==> config.mk <==
export PLATFORM = sky130hd
export DESIGN_NAME = ps2_mouse_packet_rx_flat
export DESIGN_NICKNAME = d
export VERILOG_FILES = /design/src/rtl/ps2_mouse_packet_rx_pkg.sv /design/src/rtl/ps2_mouse_packet_rx_if.sv /design/src/rtl/ps2_mouse_packet_rx_frame_rx.sv /design/src/rtl/ps2_mouse_packet_rx.sv /design/src/flat_wrapper.sv
export SDC_FILE = /design/constraint.sdc
export NUM_CORES = 1
export LEC_CHECK = 0
export CORE_UTILIZATION = 47
export CTS_CLUSTER_SIZE = 20
export DETAILED_ROUTE_END_ITERATION = 10
export PLACE_DENSITY_LB_ADDON = 0.08
export SLEW_MARGIN = 15
export SYNTH_ARGS = -nofsm -noshare
export SYNTH_HDL_FRONTEND = slang
export SYNTH_HIERARCHICAL = 1
export SYNTH_SLANG_ARGS = --single-unit
==> constraint.sdc <==
create_clock -name clk -period 2.45 [get_ports clk]
set_input_delay 0.245 -clock clk [delete_from_list [all_inputs] [get_ports clk]]
set_output_delay 0.245 -clock clk [all_outputs]
set_load 0.02 [all_outputs]
==> src/rtl/ps2_mouse_packet_rx_pkg.sv <==
// Shared PS/2 frame constants, FSM encodings and StatusByte bit positions
// for the mouse packet receiver.
package ps2_mouse_packet_rx_pkg;
    localparam int   FRAME_BITS = 11;
    localparam int   DATA_BITS  = FRAME_BITS - 3;
    localparam logic START_BIT  = 1'b0;
    localparam logic STOP_BIT   = 1'b1;

    localparam int YOVF  = 7;
    localparam int XOVF  = 6;
    localparam int YSIGN = 5;
    localparam int XSIGN = 4;
    localparam int ALIGN = 3;

    typedef enum logic [1:0] {BIT_IDLE, BIT_DATA, BIT_PARITY, BIT_STOP} bit_state_t;
    typedef enum logic [1:0] {B0, B1, B2} byte_state_t;

    // Odd parity: data bits plus parity bit must contain an odd number of ones.
    function automatic logic odd_parity_ok(input logic [7:0] d, input logic p);
        return ^{d, p};
    endfunction
endpackage

==> src/rtl/ps2_mouse_packet_rx_if.sv <==
// PS/2 line inputs and packet outputs of the mouse receiver.
interface ps2_mouse_packet_rx_if;
    logic       ps2_clk;
    logic       ps2_data;
    logic [7:0] StatusByte;
    logic [7:0] XByte;
    logic [7:0] YByte;
    logic       trig_en;
    logic       frame_err;

    modport master (output ps2_clk, ps2_data,
                    input  StatusByte, XByte, YByte, trig_en, frame_err);
    modport slave  (input  ps2_clk, ps2_data,
                    output StatusByte, XByte, YByte, trig_en, frame_err);
endinterface

==> src/rtl/ps2_mouse_packet_rx_frame_rx.sv <==
// Line synchroniser, ps2_clk glitch filter, 11-bit frame deserialiser and
// inactivity timeout.
module ps2_frame_rx
    import ps2_mouse_packet_rx_pkg::*;
#(
    parameter int FILTER_LEN     = 8,
    parameter int TIMEOUT_CYCLES = 100000
) (
    input  logic       clk,
    input  logic       rst_n,
    input  logic       ps2_clk,
    input  logic       ps2_data,
    input  logic       pkt_busy,
    output logic [7:0] rx_byte,
    output logic       byte_valid,
    output logic       byte_err,
    output logic       timeout
);
    localparam int FW = $clog2(FILTER_LEN + 1);
    localparam int TW = $clog2(TIMEOUT_CYCLES + 1);

    logic [1:0]    clk_sync, data_sync;
    logic [FW-1:0] flt_cnt;
    logic          filt, filt_d;
    logic          strobe;
    logic [TW-1:0] to_cnt;
    logic          active, to_hit;
    bit_state_t    state;
    logic [2:0]    bit_cnt;
    logic [7:0]    shreg;
    logic          par;

    always_ff @(posedge clk or negedge rst_n) begin
        if (!rst_n) begin
            clk_sync  <= 2'b11;
            data_sync <= 2'b11;
            flt_cnt   <= '0;
            filt      <= 1'b1;
            filt_d    <= 1'b1;
        end else begin
            clk_sync  <= {clk_sync[0], ps2_clk};
            data_sync <= {data_sync[0], ps2_data};
            filt_d    <= filt;
            // Any sample agreeing with the filtered level restarts the run count.
            if (clk_sync[1] == filt) begin
                flt_cnt <= '0;
            end else if (flt_cnt == FW'(FILTER_LEN - 1)) begin
                filt    <= clk_sync[1];
                flt_cnt <= '0;
            end else begin
                flt_cnt <= flt_cnt + 1'b1;
            end
        end
    end

    assign strobe  = filt_d & ~filt;
    assign active  = (state != BIT_IDLE) || pkt_busy;
    assign to_hit  = active && !strobe && (to_cnt == TW'(TIMEOUT_CYCLES - 1));
    assign rx_byte = shreg;

    always_ff @(posedge clk or negedge rst_n) begin
        if (!rst_n) begin
            state      <= BIT_IDLE;
            bit_cnt    <= '0;
            shreg      <= '0;
            par        <= 1'b0;
            to_cnt     <= '0;
            byte_valid <= 1'b0;
            byte_err   <= 1'b0;
            timeout    <= 1'b0;
        end else begin
            byte_valid <= 1'b0;
            byte_err   <= 1'b0;
            timeout    <= 1'b0;
            if (strobe)
                to_cnt <= '0;
            else if (active && to_cnt != TW'(TIMEOUT_CYCLES))
                to_cnt <= to_cnt + 1'b1;

            if (to_hit) begin
                state   <= BIT_IDLE;
                timeout <= 1'b1;
            end else if (strobe) begin
                case (state)
                    BIT_IDLE: if (data_sync[1] == START_BIT) begin
                        state   <= BIT_DATA;
                        bit_cnt <= '0;
                    end
                    BIT_DATA: begin
                        shreg   <= {data_sync[1], shreg[7:1]};
                        bit_cnt <= bit_cnt + 1'b1;
                        if (bit_cnt == 3'(DATA_BITS - 1)) state <= BIT_PARITY;
                    end
                    BIT_PARITY: begin
                        par   <= data_sync[1];
                        state <= BIT_STOP;
                    end
                    BIT_STOP: begin
                        if (data_sync[1] == STOP_BIT && odd_parity_ok(shreg, par))
                            byte_valid <= 1'b1;
                        else
                            byte_err <= 1'b1;
                        state <= BIT_IDLE;
                    end
                    default: state <= BIT_IDLE;
                endcase
            end
        end
    end
endmodule

==> src/rtl/ps2_mouse_packet_rx.sv <==
// PS/2 mouse receiver top: aligns received bytes into 3-byte movement packets
// and publishes them with a one-cycle trig_en.
module ps2_mouse_packet_rx
    import ps2_mouse_packet_rx_pkg::*;
#(
    parameter int FILTER_LEN     = 8,
    parameter int TIMEOUT_CYCLES = 100000
) (
    input logic            clk,
    input logic            rst_n,
    ps2_mouse_packet_rx_if.slave bus
);
    byte_state_t bstate;
    logic [7:0]  rx_byte, stat_h, x_h;
    logic [7:0]  stat_q, x_q, y_q;
    logic        byte_valid, byte_err, timeout;
    logic        trig_q, ferr_q;

    ps2_frame_rx #(
        .FILTER_LEN    (FILTER_LEN),
        .TIMEOUT_CYCLES(TIMEOUT_CYCLES)
    ) u_frame (
        .clk       (clk),
        .rst_n     (rst_n),
        .ps2_clk   (bus.ps2_clk),
        .ps2_data  (bus.ps2_data),
        .pkt_busy  (bstate != B0),
        .rx_byte   (rx_byte),
        .byte_valid(byte_valid),
        .byte_err  (byte_err),
        .timeout   (timeout)
    );

    always_ff @(posedge clk or negedge rst_n) begin
        if (!rst_n) begin
            bstate <= B0;
            stat_h <= '0;
            x_h    <= '0;
            stat_q <= '0;
            x_q    <= '0;
            y_q    <= '0;
            trig_q <= 1'b0;
            ferr_q <= 1'b0;
        end else begin
            trig_q <= 1'b0;
            ferr_q <= byte_err | timeout;
            if (byte_err || timeout) begin
                bstate <= B0;
            end else if (byte_valid) begin
                case (bstate)
                    // Only a byte with the always-one bit set can start a packet.
                    B0: if (rx_byte[ALIGN]) begin
                        stat_h <= rx_byte;
                        bstate <= B1;
                    end
                    B1: begin
                        x_h    <= rx_byte;
                        bstate <= B2;
                    end
                    B2: begin
                        stat_q <= stat_h;
                        x_q    <= x_h;
                        y_q    <= rx_byte;
                        trig_q <= 1'b1;
                        bstate <= B0;
                    end
                    default: bstate <= B0;
                endcase
            end
        end
    end

    assign bus.StatusByte = stat_q;
    assign bus.XByte      = x_q;
    assign bus.YByte      = y_q;
    assign bus.trig_en    = trig_q;
    assign bus.frame_err  = ferr_q;
endmodule

==> src/flat_wrapper.sv <==
// flat-port wrapper written by rule: the top's interface ports become plain ports
module ps2_mouse_packet_rx_flat import ps2_mouse_packet_rx_pkg::*;
#(
    parameter int FILTER_LEN     = 8,
    parameter int TIMEOUT_CYCLES = 100000
)
  (clk, rst_n, bus_ps2_clk, bus_ps2_data, bus_StatusByte, bus_XByte, bus_YByte, bus_trig_en, bus_frame_err);
  ps2_mouse_packet_rx_if bus_i ();
  input logic clk;
  input logic rst_n;
  input wire logic [$bits(bus_i.ps2_clk)-1:0] bus_ps2_clk;
  input wire logic [$bits(bus_i.ps2_data)-1:0] bus_ps2_data;
  output wire logic [$bits(bus_i.StatusByte)-1:0] bus_StatusByte;
  output wire logic [$bits(bus_i.XByte)-1:0] bus_XByte;
  output wire logic [$bits(bus_i.YByte)-1:0] bus_YByte;
  output wire logic [$bits(bus_i.trig_en)-1:0] bus_trig_en;
  output wire logic [$bits(bus_i.frame_err)-1:0] bus_frame_err;
  assign bus_i.ps2_clk = bus_ps2_clk;
  assign bus_i.ps2_data = bus_ps2_data;
  assign bus_StatusByte = bus_i.StatusByte;
  assign bus_XByte = bus_i.XByte;
  assign bus_YByte = bus_i.YByte;
  assign bus_trig_en = bus_i.trig_en;
  assign bus_frame_err = bus_i.frame_err;
  ps2_mouse_packet_rx #(.FILTER_LEN(FILTER_LEN), .TIMEOUT_CYCLES(TIMEOUT_CYCLES)) u_core (.clk(clk), .rst_n(rst_n), .bus(bus_i));
endmodule
==> results of run 1 <==
==> worst max-delay path, stage by stage, from the launching register on <==
cell,delay [ns]
dfrtp_1,0.40
inv_1,0.08
ha_1,0.29
nand2b_1,0.19
nand4_1,0.38
or4_1,0.59
a21oi_1,0.15
==> registers in the layout (all words and copies together), names as in the netlist, 2 cells and up <==
name / flops
u_core/u_frame/to_cnt: 17
u_core/bus.StatusByte: 8
u_core/bus.XByte: 8
u_core/bus.YByte: 8
u_core/stat_h: 8
u_core/u_frame/rx_byte: 8
u_core/x_h: 8
u_core/u_frame/flt_cnt: 4
u_core/u_frame/bit_cnt: 3
u_core/bstate: 2
u_core/u_frame/clk_sync: 2
u_core/u_frame/data_sync: 2
u_core/u_frame/state: 2
==> how the worst min path moves through the flow <==
stage	from	endpoint	slack, ns	cells past startpoint
after floorplan	rst_n	u_core/bstate[0]	-0.05	0
after global placement	rst_n	u_core/bus.XByte[5]	0.25	1
after detailed placement	rst_n	u_core/bus.XByte[4]	0.26	1
after CTS	bus_ps2_clk	u_core/u_frame/clk_sync[0]	0.28	1
after global routing	bus_ps2_clk	u_core/u_frame/clk_sync[0]	0.28	1
final	bus_ps2_clk	u_core/u_frame/clk_sync[0]	0.30	1
==> power by group through the flow <==
stage	clock (mW)	sequential, mW	combinational, mW
2_1_floorplan	0	1.66	0.388
3_3_place_gp	0	1.69	0.517
3_5_place_dp	0	1.69	0.533
4_1_cts	1.03	1.66	0.534
5_1_grt	1.09	1.68	0.600
6_report	0.996	1.66	0.524
==> final cells by class <==
type | instances | area [µm²]
fillers | 682 | 3600
flip-flops and latches | 88 | 2210
clock inverters | 6 | 71.3
clock buffers | 9 | 124
inverters | 11 | 41.3
multi-input cells | 196 | 1660
well taps | 105 | 131
repair buffers | 34 | 340
==> per-stage QoR <==
stage / area (µm²) / total power, mW / worst slack (ns) / utilization (%)
floorplan: 3960 / 2.05 / 0.730 / -
global placement: 4370 / 2.20 / 0.370 / 53.5
detailed placement: 4370 / 2.22 / 0.273 / 53.5
CTS: 4580 / 3.23 / 0.254 / 56.0
global route: 4580 / 3.38 / 0.0665 / 56.0
finish: 4580 / 3.18 / 0.309 / 56.0
==> cells by family after synthesis <==
kind of cell,Yosys count,share of synthesized area [%]
DFF,88,55.8
adders and majority gates,9,2.84
AOI/OAI and AO/OA,33,4.87
xor gates and xnor gates,9,2.69
and+or+nand+nor,90,14.2
muxes,55,17.3
buffers and inverters,18,2.34
==> layer usage <==
metal | wire, µm | vias up | global-route usage [%]
li1 | - | 1158 | -
met1 | 3240 | 1180 | 22.2
met2 | 2960 | 32 | 25.4
met3 | 200 | 6 | 4.85
met4 | 83 | 0 | 5.00
met5 | 0 | - | 0
==> repair_timing <==
| item | 4_1_cts | 5_1_grt |
|---|---|---|
| setup endpoints to repair | 0 | 0 |
| resized for setup | 0 | 0 |
| buffers inserted | 0 | 0 |
| hold buffers | 1 | 0 |
| endpoints found under the hold margin | 39 | 0 |
==> cells in the final DEF (no fill, tap or decap), types with 4 or more instances in the layout <==
cell type	synthesis	routed
dfstp_2	6	6
ha_1	9	9
dfrtp_1	82	82
nand3_1	9	9
nor2_1	10	10
or4_1	4	4
clkbuf_8	0	9
inv_1	11	11
nand2_1	19	19
mux2_2	31	31
nand4_1	7	7
clkdlybuf4s50_1	0	28
mux2_4	19	19
o21ai_0	9	9
buf_4	0	4
a21oi_1	14	14
nand2b_1	10	10
mux2i_1	5	5
xnor2_1	5	5
or3_1	4	4
nor2b_1	4	4
==> results.md, run 1 <==
* Critical Path RT at 2.73 ns
* Fin Hold WS at 0.295 ns
* Die Area at slightly below 0.009 mm²
* Layout cells sized above 1 at between 20 and 30%
* RD Place Congestion at 0.812
* Arr. time, crit path at between 2 and 2.5 ns
* Fin Setup TNS at 0 ns
* Post-DP HPWL at 4.38 mm
* Clock Skew at roughly 0.013 ns
* Combinational fraction of design power at 16.5%
* Yosys reg bits at 88
* Cells after synthesis at 302
* First-pass GRT wire length at about 11 mm
* Initial DRC Count at 55
* Post-synth top area cell: dfrtp_1
* Clk sinks at 88
* Predominant post-synthesis flop cell: dfrtp_1
* Nets at ~350
* Critical path fanouts, max at 11
* Row Count at 33
* Share of the synthesized area in the top cell type at approximately half
* Antenna-violating nets left at 0
* Leakage power at ~2.2 nW
* Initial antenna violation count at 0
* Clock network power share at a little under a third
* Sw Pwr at 0.919 mW
* Clk_lat worst skew at approximately 0.36 ns
* Synth Cell Area at around 0.004 mm²
* Reg2Reg Depth at 6
* Buffers on Ports at 29
* Top cells by count, synth: dfrtp_1 (82), mux2_2 (31), mux2_4 (19), nand2_1 (19), a21oi_1 (14)
* Number of remaining DRC errors at 0
* H-tree Lvls at 3
* CP Class: reg -> reg
* Total GRT Usage at 16.4%
* Drt first pass iters at 4
* Die width at approximately 94 µm
* Switch share at roughly 29%
* Final period util at about 87%
* Fin. Hold Viols at 0
* Layout overhead on the synthesized area at 15.5%
* Worst setup path endpoint: u_core/u_frame/to_cnt[11]
* EDFF count, synth at 0
* Worst-path clk slew at around 0.08 ns
* Largest net degree at the start of global routing at 50
* Top-Level Pins at 30
* Vias at around 2.4k
* Grt total ovfl at 0
* Synth warnings at 6
* CP Launch Point: u_core/u_frame/state[0]
* Count of different cell masters after synthesis at between 40 and 50
* Longest Clk Path Bufs at 2
* MaxCap Viol Count at 0
* Vias per cell at ~5.3
* Number of CTS-inserted buffers at 9
* Placed Cells at 433
* Max Slew Vio Count at 0
* P_int at ~2.3 mW
* Worst R2R Setup Slack at ~0.31 ns
* Main area contributors after synthesis: dfrtp_1 (52%), mux2_2 (8.8%), mux2_4 (7.2%)
* Average size of a mapped cell at roughly 13 µm²
* Count leader, synth: dfrtp_1
* Worst min path class: in -> reg
* Drt total wl at roughly 6.5 mm
* Die H at ~94 µm
* Least-Margin Pin Slew at between 0.5 and 0.6 ns
* Crit. End Element: flop
* Fmax at around 470 MHz
* CTS tree: yes
* FF-to-FF End: u_core/u_frame/to_cnt[11]
* Minimum clock period at 2.14 ns
* Final setup viols at 0
* Crit path launch type: flop
* Syn Nets at about 320
* Antenna fix cells at 0
* PwrDens at 695 mW/mm²
* Post-Layout Cell Count at 449
* Vias in the first global route at around 2.2k
* Reg2reg start: u_core/u_frame/state[0]
* Sequential share of the synthesized area at a little under three fifths
* Slew HR at between 60 and 70%
* Asr flop ratio synth at 100%
* Seq pwr share at between 50% and 60%
* Status: finished clean
* CTS Root Cell: clkbuf_8
* WL/cell at between 10 and 15 µm
* Peak VDD IR at around 420 µV
* Core box area at 0.00818 mm²
* Unrepaired setup endpoints after global routing: no
* Starting Density at 48.4%
Note: power is estimated with default switching activity, not from simulation.
==> inputs of run 2 (changes only) <==
==> constraint.sdc (replaced) <==
create_clock -name clk -period 2.45 [get_ports clk]
set_input_delay 0.245 -clock clk [delete_from_list [all_inputs] [get_ports clk]]
set_output_delay 0.245 -clock clk [all_outputs]
set_load 0.1 [all_outputs]
==> results.md, run 2 (synthesized netlist as in run 1, its figures left out) <==
* Post-CTS resize count at 0
* WL/cell at 15.0 µm
* Core box area at approximately 0.0082 mm²
* Final setup viols at 0
* Worst hold start: bus_ps2_data
* Met3 usage at under 10%
* Initial DRC Count at 85
* Critical path's top delay family: simple AND/OR/NAND/NOR gates
* Initial antenna violation count at 0
* Arr. time, crit path at 2.48 ns
* Post-Layout Cell Count at between 400 and 500
* Buffers on Ports at 29
* Placed Cells at approximately 430
* Row Count at 33
* Crit. End Element: flop
* CTS Root Cell: clkbuf_8
* Largest net degree at the start of global routing at 50
* Worst-path clk slew at roughly 0.10 ns
* PwrDens at slightly above 700 mW/mm²
* MaxCap Viol Count at 0
* Vias per cell at between 5 and 6
* Longest Clk Path Bufs at 2
* Met1 GRT Util at about 25%
* Buf+Inv Stages, Crit Path at 1
* Layout Cell Area excl Fill at about 0.0045 mm²
* Nets at 353
* CP Class: reg -> reg
* First-pass GRT wire length at roughly 11 mm
* Leakage power at about 2.2 nW
* Tot Pwr at around 3.2 mW
* Area after DPL at about 0.0043 mm²
* Layout overhead on the synthesized area at 13.6%
* Drt first pass iters at 5
* Unrepaired setup endpoints after global routing: no
* Vias in the first global route at about 2.2k
* CP peak stage delay at just under 0.6 ns
* Layout fillers at roughly 730
* Die Area at approximately 0.0088 mm²
* Reg with most FFs: u_core/u_frame/to_cnt
* Total GRT Usage at around 17%
* Antenna-violating nets left at 0
* Antenna fix cells at 0
* Grt total ovfl at 0
* Max Slew Vio Count at 0
* Minimum clock period at 2.18 ns
* Worst-path cell chain: inv_1 > ha_1 > nand2b_1 > nand4_1 > or4_1 > a21oi_1
* Die H at between 90 and 100 µm
* Slowest CP cell: or4_1
* H-tree Lvls at 3
* Critical Path RT at between 2 and 3 ns
* Layout cells sized above 1 at between 30% and 40%
* Number of remaining DRC errors at 0
* Critical path fanouts, max at 11
* Number of CTS-inserted buffers at 9
* Starting Density at roughly 48%
* Reg2Reg Depth at 6
* Worst min path class: in -> reg
* Worst R2R Setup Slack at approximately 0.27 ns
* Peak VDD IR at roughly 480 µV
* RD Place Congestion at slightly below 0.8
* Setup Buffers After CTS at 0
* Status: finished clean
* Fin. Hold Viols at 0
* Drt total wl at 6.76 mm
* Final period util at between 80 and 90%
* GR Util met2 at ~25%
* Hold endpoint: u_core/u_frame/data_sync[0]
* Utilization after layout at a little under three fifths
* Max reg flops at 17
* Fmax at roughly 460 MHz
* Clock Skew at 0.0127 ns
* Worst hold path depth at 1
* Top-Level Pins at 30
* FF-to-FF End: u_core/u_frame/to_cnt[11]
* Top Usage Layer GRT: met2
* Least-Margin Pin Slew at 0.599 ns
* CTS tree: yes
* Reg2reg start: u_core/u_frame/state[0]
* Crit path launch type: flop
* Clk sinks at just under 90
* Slew HR at between 60% and 70%
* Vias at around 2.4k
* Die width at roughly 94 µm
* Commonest non-fill, non-tap cell in the layout: dfrtp_1
* Post-DP HPWL at about 4.4 mm
* Clk_lat worst skew at 0.36 ns
* Most frequent cells in the layout: dfrtp_1 (82), mux2_2 (31), buf_4 (30), mux2_4 (19), nand2_1 (19)
* Fin Setup TNS at 0 ns
[run 2: cell count changes in the layout (fill, tap and decap cells not counted)]
cell             previous run  this run
clkinv_4                    3         1
inv_6                       0         4
clkinv_2                    0         1
inv_8                       0         1
bufinv_16                   1         0
clkinvlp_4                  2         0
buf_4                       4        30
clkdlybuf4s50_1            28         2
[run 2: cell type report]
| type | count | area [µm²] | share of cell area, % |
|---|---|---|---|
| flip-flops and latches | 88 | 2210 | 49.1 |
| inverters | 11 | 41.3 | 0.918 |
| repair buffers | 34 | 275 | 6.12 |
| clock buffers | 9 | 124 | 2.75 |
| clock inverters | 7 | 60.1 | 1.33 |
| multi-input cells | 196 | 1660 | 36.8 |
| well taps | 105 | 131 | 2.92 |
[run 2: through the flow]
step	hold WS [ns]	worst slack, ns
after floorplan	-0.0506	0.730
after global placement	0.257	0.362
after detailed placement	0.261	0.283
after CTS	0.275	0.266
after global routing	0.276	0.0806
final	0.293	0.265
[run 2: worst max path at each step]
stage	startpoint	end	slack (ns)	cells past startpoint
final	u_core/u_frame/state[0]	u_core/u_frame/to_cnt[11]	0.27	6
after global placement	u_core/u_frame/state[0]	u_core/u_frame/to_cnt[11]	0.36	6
after global routing	u_core/u_frame/state[0]	u_core/u_frame/to_cnt[11]	0.08	6
after floorplan	u_core/u_frame/state[0]	u_core/u_frame/to_cnt[5]	0.73	7
after CTS	u_core/u_frame/state[0]	u_core/u_frame/to_cnt[11]	0.27	6
after detailed placement	u_core/u_frame/state[0]	u_core/u_frame/to_cnt[11]	0.28	6
[run 2: metal layers]
metal,share of wire [%],vias to the layer above
met3,3.2,4
li1,-,1166
met2,45,39
met4,0.83,0
met5,0,-
met1,51,1160
[run 2: repair_timing]
item | in CTS | in global routing
endpoints found under the setup margin | 0 | 0
endpoints found under the hold margin | 39 | 0
hold buffers | 1 | 0
[run 2: power by group]
| group | total [mW] | internal, mW | switching (mW) |
|---|---|---|---|
| sequential | 1.66 | 1.56 | 0.0985 |
| combinational | 0.531 | 0.229 | 0.302 |
| clock | 0.973 | 0.391 | 0.582 |
| total | 3.17 | 2.18 | 0.983 |
[run 2: worst register-to-register path, cell delays in order, from the launching register on]
cell	delay, ns
dfrtp_1	0.40
inv_1	0.08
ha_1	0.30
nand2b_1	0.20
nand4_1	0.40
or4_1	0.60
a21oi_1	0.15
